[config.mk]
export PLATFORM = sky130hd
export DESIGN_NAME = uart_rx_fifo
export DESIGN_NICKNAME = d
export VERILOG_FILES = /design/src/rtl/uart_pkg.sv /design/src/rtl/uart_sync_fifo.sv /design/src/rtl/uart_rx_fifo.sv
export SDC_FILE = /design/constraint.sdc
export NUM_CORES = 1
export LEC_CHECK = 0
export CORE_UTILIZATION = 35
export DETAILED_ROUTE_END_ITERATION = 8
export DONT_BUFFER_PORTS = 1
export GPL_TIMING_DRIVEN = 0
export PLACE_DENSITY_LB_ADDON = 0.1
export SYNTH_ARGS = -nofsm -noshare
export SYNTH_HDL_FRONTEND = slang
export SYNTH_HIERARCHICAL = 1
export SYNTH_SLANG_ARGS = --single-unit
[constraint.sdc]
create_clock -name clk -period 5.5 [get_ports clk]
set_clock_uncertainty 0.2 [all_clocks]
set_input_delay 1.375 -clock clk [delete_from_list [all_inputs] [get_ports clk]]
set_output_delay 1.375 -clock clk [all_outputs]
set_load 0.01 [all_outputs]
[src/rtl/uart_pkg.sv]
// uart_pkg: shared receive-entry struct, trigger-level enum and timeout constants
package uart_pkg;
  typedef struct packed {
    logic       bi;
    logic       fe;
    logic       pe;
    logic [7:0] data;
  } rx_entry_t;
  typedef enum logic [1:0] {TRIG_1, TRIG_4, TRIG_8, TRIG_14} trig_lvl_e;
  localparam int CTO_CHARS = 4;
  localparam int BRC_PER_BIT = 16;
  function automatic int trig_entries(trig_lvl_e t);
    return t == TRIG_1 ? 1 : t == TRIG_4 ? 4 : t == TRIG_8 ? 8 : 14;
  endfunction
endpackage

[src/rtl/uart_sync_fifo.sv]
// uart_sync_fifo: FWFT sync FIFO with runtime capacity cap; push/pop/flush in, rdata/full/empty/count/pushed/popped out
module uart_sync_fifo #(
  parameter int W = 11,
  parameter int DEPTH = 16,
  localparam int AW = $clog2(DEPTH),
  localparam int CW = $clog2(DEPTH + 1)
) (
  input  logic          clk,
  input  logic          rst,
  input  logic [CW-1:0] cap,
  input  logic          push,
  input  logic          pop,
  input  logic          flush,
  input  logic [W-1:0]  wdata,
  output logic [W-1:0]  rdata,
  output logic          full,
  output logic          empty,
  output logic          pushed,
  output logic          popped,
  output logic [CW-1:0] count
);
  logic [W-1:0]  mem_q [DEPTH];
  logic [AW-1:0] wptr_q, rptr_q;
  logic [CW-1:0] count_q;
  assign empty  = count_q == '0;
  assign full   = count_q >= cap;
  assign popped = pop & !empty & !flush;
  // a pop in the same cycle frees the slot, so a full FIFO still accepts the push
  assign pushed = push & !flush & (!full | popped);
  assign rdata  = empty ? '0 : mem_q[rptr_q];
  assign count  = count_q;
  always_ff @(posedge clk)
    if (pushed) mem_q[wptr_q] <= wdata;
  always_ff @(posedge clk)
    if (rst | flush) begin
      wptr_q  <= '0;
      rptr_q  <= '0;
      count_q <= '0;
    end else begin
      wptr_q  <= wptr_q + AW'(pushed);
      rptr_q  <= rptr_q + AW'(popped);
      count_q <= count_q + CW'(pushed) - CW'(popped);
    end
endmodule

[src/rtl/uart_rx_fifo.sv]
// uart_rx_fifo: UART receive FIFO with line-status bits, trigger-level and character-timeout interrupts
module uart_rx_fifo
  import uart_pkg::*;
#(
  parameter int DEPTH = 16,
  localparam int CW = $clog2(DEPTH + 1)
) (
  input  logic          clk,
  input  logic          rst,
  input  logic          brcx16,
  input  int            num_bits,
  input  logic          parity_en,
  input  logic          d_rdy,
  input  logic [7:0]    d,
  input  logic          parity_er,
  input  logic          frame_er,
  input  logic          break_itr,
  input  logic          fifo_en,
  input  logic          fifo_clr,
  input  logic [1:0]    trig_lvl,
  input  logic          rd,
  input  logic          lsr_rd,
  output logic [7:0]    dout,
  output logic          dout_pe,
  output logic          dout_fe,
  output logic          dout_bi,
  output logic          dr,
  output logic          oe,
  output logic          fifo_err,
  output logic          rda_itr,
  output logic          cto_itr,
  output logic [CW-1:0] count
);
  rx_entry_t     wentry, head;
  logic          d_rdy_q, fifo_en_q, oe_q, oe_d, cto_q, cto_d;
  logic          push, flush, full, empty, pushed, popped, evt, active;
  logic [CW-1:0] err_cnt_q, err_cnt_d;
  logic [9:0]    cto_cnt_q, cto_cnt_d, limit;
  assign push   = d_rdy & !d_rdy_q;
  assign flush  = fifo_clr | (fifo_en != fifo_en_q);
  assign wentry = '{bi: break_itr, fe: frame_er, pe: parity_er, data: d};
  uart_sync_fifo #(.W($bits(rx_entry_t)), .DEPTH(DEPTH)) u_fifo (
    .clk    (clk),
    .rst    (rst),
    .cap    (fifo_en ? CW'(DEPTH) : CW'(1)),
    .push   (push),
    .pop    (rd),
    .flush  (flush),
    .wdata  (wentry),
    .rdata  (head),
    .full   (full),
    .empty  (empty),
    .pushed (pushed),
    .popped (popped),
    .count  (count)
  );
  assign limit  = 10'(CTO_CHARS * BRC_PER_BIT * (num_bits + 2 + int'(parity_en)));
  assign evt    = pushed | popped | flush;
  assign active = fifo_en & !empty;
  always_comb begin
    oe_d      = (push & full & !popped & !flush) | (oe_q & !lsr_rd);
    // erroneous-entry counter: fifo_err falls exactly when the last flagged entry leaves
    err_cnt_d = flush ? '0 : err_cnt_q + CW'(pushed & (break_itr | frame_er | parity_er))
                                       - CW'(popped & (head.bi | head.fe | head.pe));
    cto_cnt_d = (evt | !active) ? '0 : (brcx16 && cto_cnt_q != limit) ? cto_cnt_q + 10'd1 : cto_cnt_q;
    cto_d     = (evt | !fifo_en) ? 1'b0 : cto_q | (active && cto_cnt_d == limit);
  end
  always_ff @(posedge clk)
    if (rst) begin
      d_rdy_q   <= 1'b0;
      fifo_en_q <= 1'b0;
      oe_q      <= 1'b0;
      err_cnt_q <= '0;
      cto_cnt_q <= '0;
      cto_q     <= 1'b0;
    end else begin
      d_rdy_q   <= d_rdy;
      fifo_en_q <= fifo_en;
      oe_q      <= oe_d;
      err_cnt_q <= err_cnt_d;
      cto_cnt_q <= cto_cnt_d;
      cto_q     <= cto_d;
    end
  assign dout     = head.data;
  assign dout_pe  = head.pe;
  assign dout_fe  = head.fe;
  assign dout_bi  = head.bi;
  assign dr       = !empty;
  assign oe       = oe_q;
  assign fifo_err = err_cnt_q != '0;
  assign rda_itr  = int'(count) >= (fifo_en ? trig_entries(trig_lvl_e'(trig_lvl)) : 1);
  assign cto_itr  = cto_q;
endmodule

==> summary.md <==
| Metric | Value |
|---|---|
| Clock latency on the worst-skew pair | 510 ps |
| Postcts setup bufs | 0 |
| Gpl congestion | between 0.7 and 0.8 |
| Vias per inst | 5.22 |
| Placed inst area | 9750 um^2 |
| TritonCTS clock tree | done |
| Post-synth top area share | 58.4% |
| Mapped Cells | about 590 |
| Most frequent cell after synthesis | edfxtp_1 |
| Via Count | 5144 |
| Vias in the first global route | 5392 |
| Status | finished, final reports clean |
| Sink Count | 208 |
| Post-route ant nets | 0 |
| GRT Max-Usage Layer | met2 |
| Internal cell power | 2.84 mW |
| Worst path required time | about 3900 ps |
| Area of the core | between 20000 and 30000 um^2 |
| RR Startpoint | u_fifo/count[3]$_SDFF_PP0_ |
| Worst Setup Start Kind | flip-flop |
| RSZ-0062 raised after global routing | no |
| Initial antenna violation count | 0 |
| Ys Warns | 6 |
| Met1 Resource Use GR | 22.1% |
| Io pins | 75 |
| Part of the power in combinational logic | 1.6% |
| Met3 GRT Util | roughly 3.2% |
| Share of cells above drive strength 1 | 19.8% |
| Drt wl/cell | ~21 um |
| Hold path depth | 2 |
| Hold Vio Cnt, Final | 0 |
| Worst-path maximum fanout | 10 |
| Reg2reg path depth | 19 |
| Area Overhead vs Synth | 17.3% |
| Largest net degree at the start of global routing | 18 |
| Avg Cell Area, Syn | 15.4 um^2 |
| Main synth FF type | edfxtp_1 |
| Final Cell Area | between 10000 and 15000 um^2 |
| Post-synth ARST share | 0% |
| Mapped Area | 9050 um^2 |
| Met2 Usage GRT | 27.0% |
| Peak VDD IR | 0.179 mV |
| Clock share of power | 49.4% |
| Sequential fraction of the synthesis area | 65.5% |
| Hold Startpoint | oe$_SDFF_PP0_ |
| Initial detailed-routing violation count | between 200 and 300 |
| Drt first pass iters | 5 |
| Critical path arrival | about 3200 ps |
| Power density cells | 329 nW/um^2 |
| Num CTS Buffers | 24 |
| Final setup vio count | 0 |
| Number of remaining DRC errors | 0 |
| CTS root buf | clkbuf_16 |
| Largest cells by area after synthesis | edfxtp_1 (58%), mux4_2 (8.2%), dfxtp_1 (7.1%) |
| DRT Wirelength | approximately 21 mm |
| Post-Layout Cell Count | 986 |
| Rows | 58 |
| CP Capture Type | output port |
| Max clock buf depth | 3 |
| H-tree Lvls | 1 |
| Slew margin rel. | 33.3% |
| Post-layout util | 42.0% |
| Die height | ~160 um |
| Top cells by count, synth | edfxtp_1 (176), nor2_1 (35), mux4_2 (33) |
| Final net count | between 700 and 800 |
| Hold endpoint | oe$_SDFF_PP0_ |
| Placed insts | 943 |
| Sequential Power Share | 49.0% |
| Total Routing Usage GR | 16.3% |
| Net Sw Power | between 600 and 700 uW |
| Max_cap viols | 0 |
| First-pass GRT wire length | 32.4 mm |
| Clock transition at path regs | roughly 60 ps |
| Post-synthesis cell type count | 57 |
| Critical path class | reg -> out |
| Worst-margin pin slew | 997 ps |
| PostCTS Resize Cnt | 0 |
| Post-cts hold buffer count | 0 |
| DIE AREA | 26500 um^2 |
| Starting Density | 35.8% |
| Die X | 163 um |
| Part of the cycle the worst path needs | 85.9% |
| ANT cells | 0 |
| Synth area leader | edfxtp_1 |
| Crit path time final | 4730 ps |
| Pre-CTS setup slack | 872 ps |
| Final setup margin | 775 ps |
| LEAKAGE | 3.43 nW |
| R2R setup slack | 840 ps |
| Sw Share | 18.6% |
| Peak Freq | about 210 MHz |
| RR Endpoint | err_cnt_q[4]$_SDFF_PP0_ |
| Hold WS | 311 ps |
| Final Max Slew Viols | 0 |
| Post-synthesis register bit count | 208 |
| Port bufs | 0 |
| CP startpoint | u_fifo/count[3]$_SDFF_PP0_ |
| Grt ovf | 0 |
| Worst hold path type | reg -> reg |
| Number of flops mapped to enable cells by yosys | 176 |
| Post-DP HPWL | approximately 15 mm |
state kept, by name, indices dropped and copies added, names as in the netlist:
signal,cells
cto_cnt_q,10
cto_itr,1
d_rdy_q,1
err_cnt_q,5
fifo_en_q,1
oe,1
u_fifo/count,5
u_fifo/mem_q,176
u_fifo/rptr_q,4
u_fifo/wptr_q,4
power by group through the flow:
stage          registers, mW  logic [mW]  clock network, mW
3_3_place_gp            1.75      0.0539                  0
5_1_grt                 1.71      0.0626               1.84
6_report                1.71      0.0560               1.72
2_1_floorplan           1.75      0.0432                  0
4_1_cts                 1.71      0.0569               1.77
3_5_place_dp            1.75      0.0566                  0
worst max-delay path: stages, from the launching register on:
cell and delay (ps):
dfxtp_1 500, inv_1 120, ha_1 200, or4b_4 270
clkinv_2 130, nor2_1 430, clkbuf_1 450, a21oi_1 120
o21ai_1 420
placed cells by master, fill, tap and decap left out, types with 3 or more instances in the layout:
master | netlist | final
dfxtp_1 | 32 | 32
o211ai_1 | 4 | 4
and2_1 | 6 | 6
mux4_2 | 33 | 33
or3_1 | 3 | 3
o21ai_1 | 7 | 7
conb_1 | 1 | 3
ha_1 | 29 | 29
and3_1 | 4 | 4
a22oi_1 | 8 | 8
nand4_1 | 9 | 9
clkbuf_1 | 10 | 14
xnor2_1 | 15 | 15
nor3_2 | 1 | 9
nor4_2 | 0 | 6
nor2_1 | 35 | 34
clkinv_1 | 0 | 5
a211oi_1 | 13 | 13
clkbuf_16 | 0 | 25
buf_2 | 5 | 5
buf_6 | 1 | 10
a32oi_1 | 4 | 4
nand2b_1 | 11 | 11
xor2_1 | 13 | 13
bufinv_16 | 0 | 6
mux2i_1 | 18 | 18
buf_4 | 4 | 17
a21oi_1 | 20 | 20
nand3_1 | 7 | 7
a21o_1 | 3 | 3
nor2b_1 | 11 | 11
o21ai_0 | 8 | 8
inv_1 | 29 | 29
nand2_1 | 24 | 24
edfxtp_1 | 176 | 176
worst max path at each step:
stage                                   endpoint  slack, ps
floorplan           u_fifo/mem_q[7][0]$_DFFE_PP_       1120
CTS                                      dout_bi        750
global placement    u_fifo/mem_q[7][3]$_DFFE_PP_       -400
finish                                   dout_bi        770
detailed placement       err_cnt_q[4]$_SDFF_PP0_        870
global route             err_cnt_q[4]$_SDFF_PP0_        450
per-stage QoR:
step	setup TNS (ps)	total power, mW
global placement	-12830	1.80
detailed placement	0	1.80
global route	0	3.61
floorplan	0	1.79
CTS	0	3.54
finish	0	3.49
cell families after synthesis:
| logic type | after synthesis | synth area share, % |
|---|---|---|
| other | 1 | 0.0415 |
| muxes | 51 | 10.2 |
| xor gates and xnor gates | 29 | 2.99 |
| and+or+nand+nor | 140 | 8.35 |
| adders and majority gates | 31 | 4.45 |
| buffers and inverters | 52 | 2.60 |
| AOI/OAI and AO/OA | 77 | 5.85 |
| DFF | 208 | 65.5 |
cell type report:
class,count,area [um^2]
fillers,2302,14600
inverters,31,118
clock inverters,14,224
well taps,330,413
multi-input cells,331,2980
flip-flops and latches,208,5930
repair buffers,22,199
plain buffers,21,118
clock buffers,29,641
metal layers:
| layer | part of all wire [%] | up-vias |
|---|---|---|
| met4 | 1.3 | 0 |
| met5 | 0 | - |
| met3 | 5.3 | 24 |
| met1 | 45 | 2640 |
| li1 | - | 2366 |
| met2 | 48 | 114 |
Power figures use the tool's default switching activity.
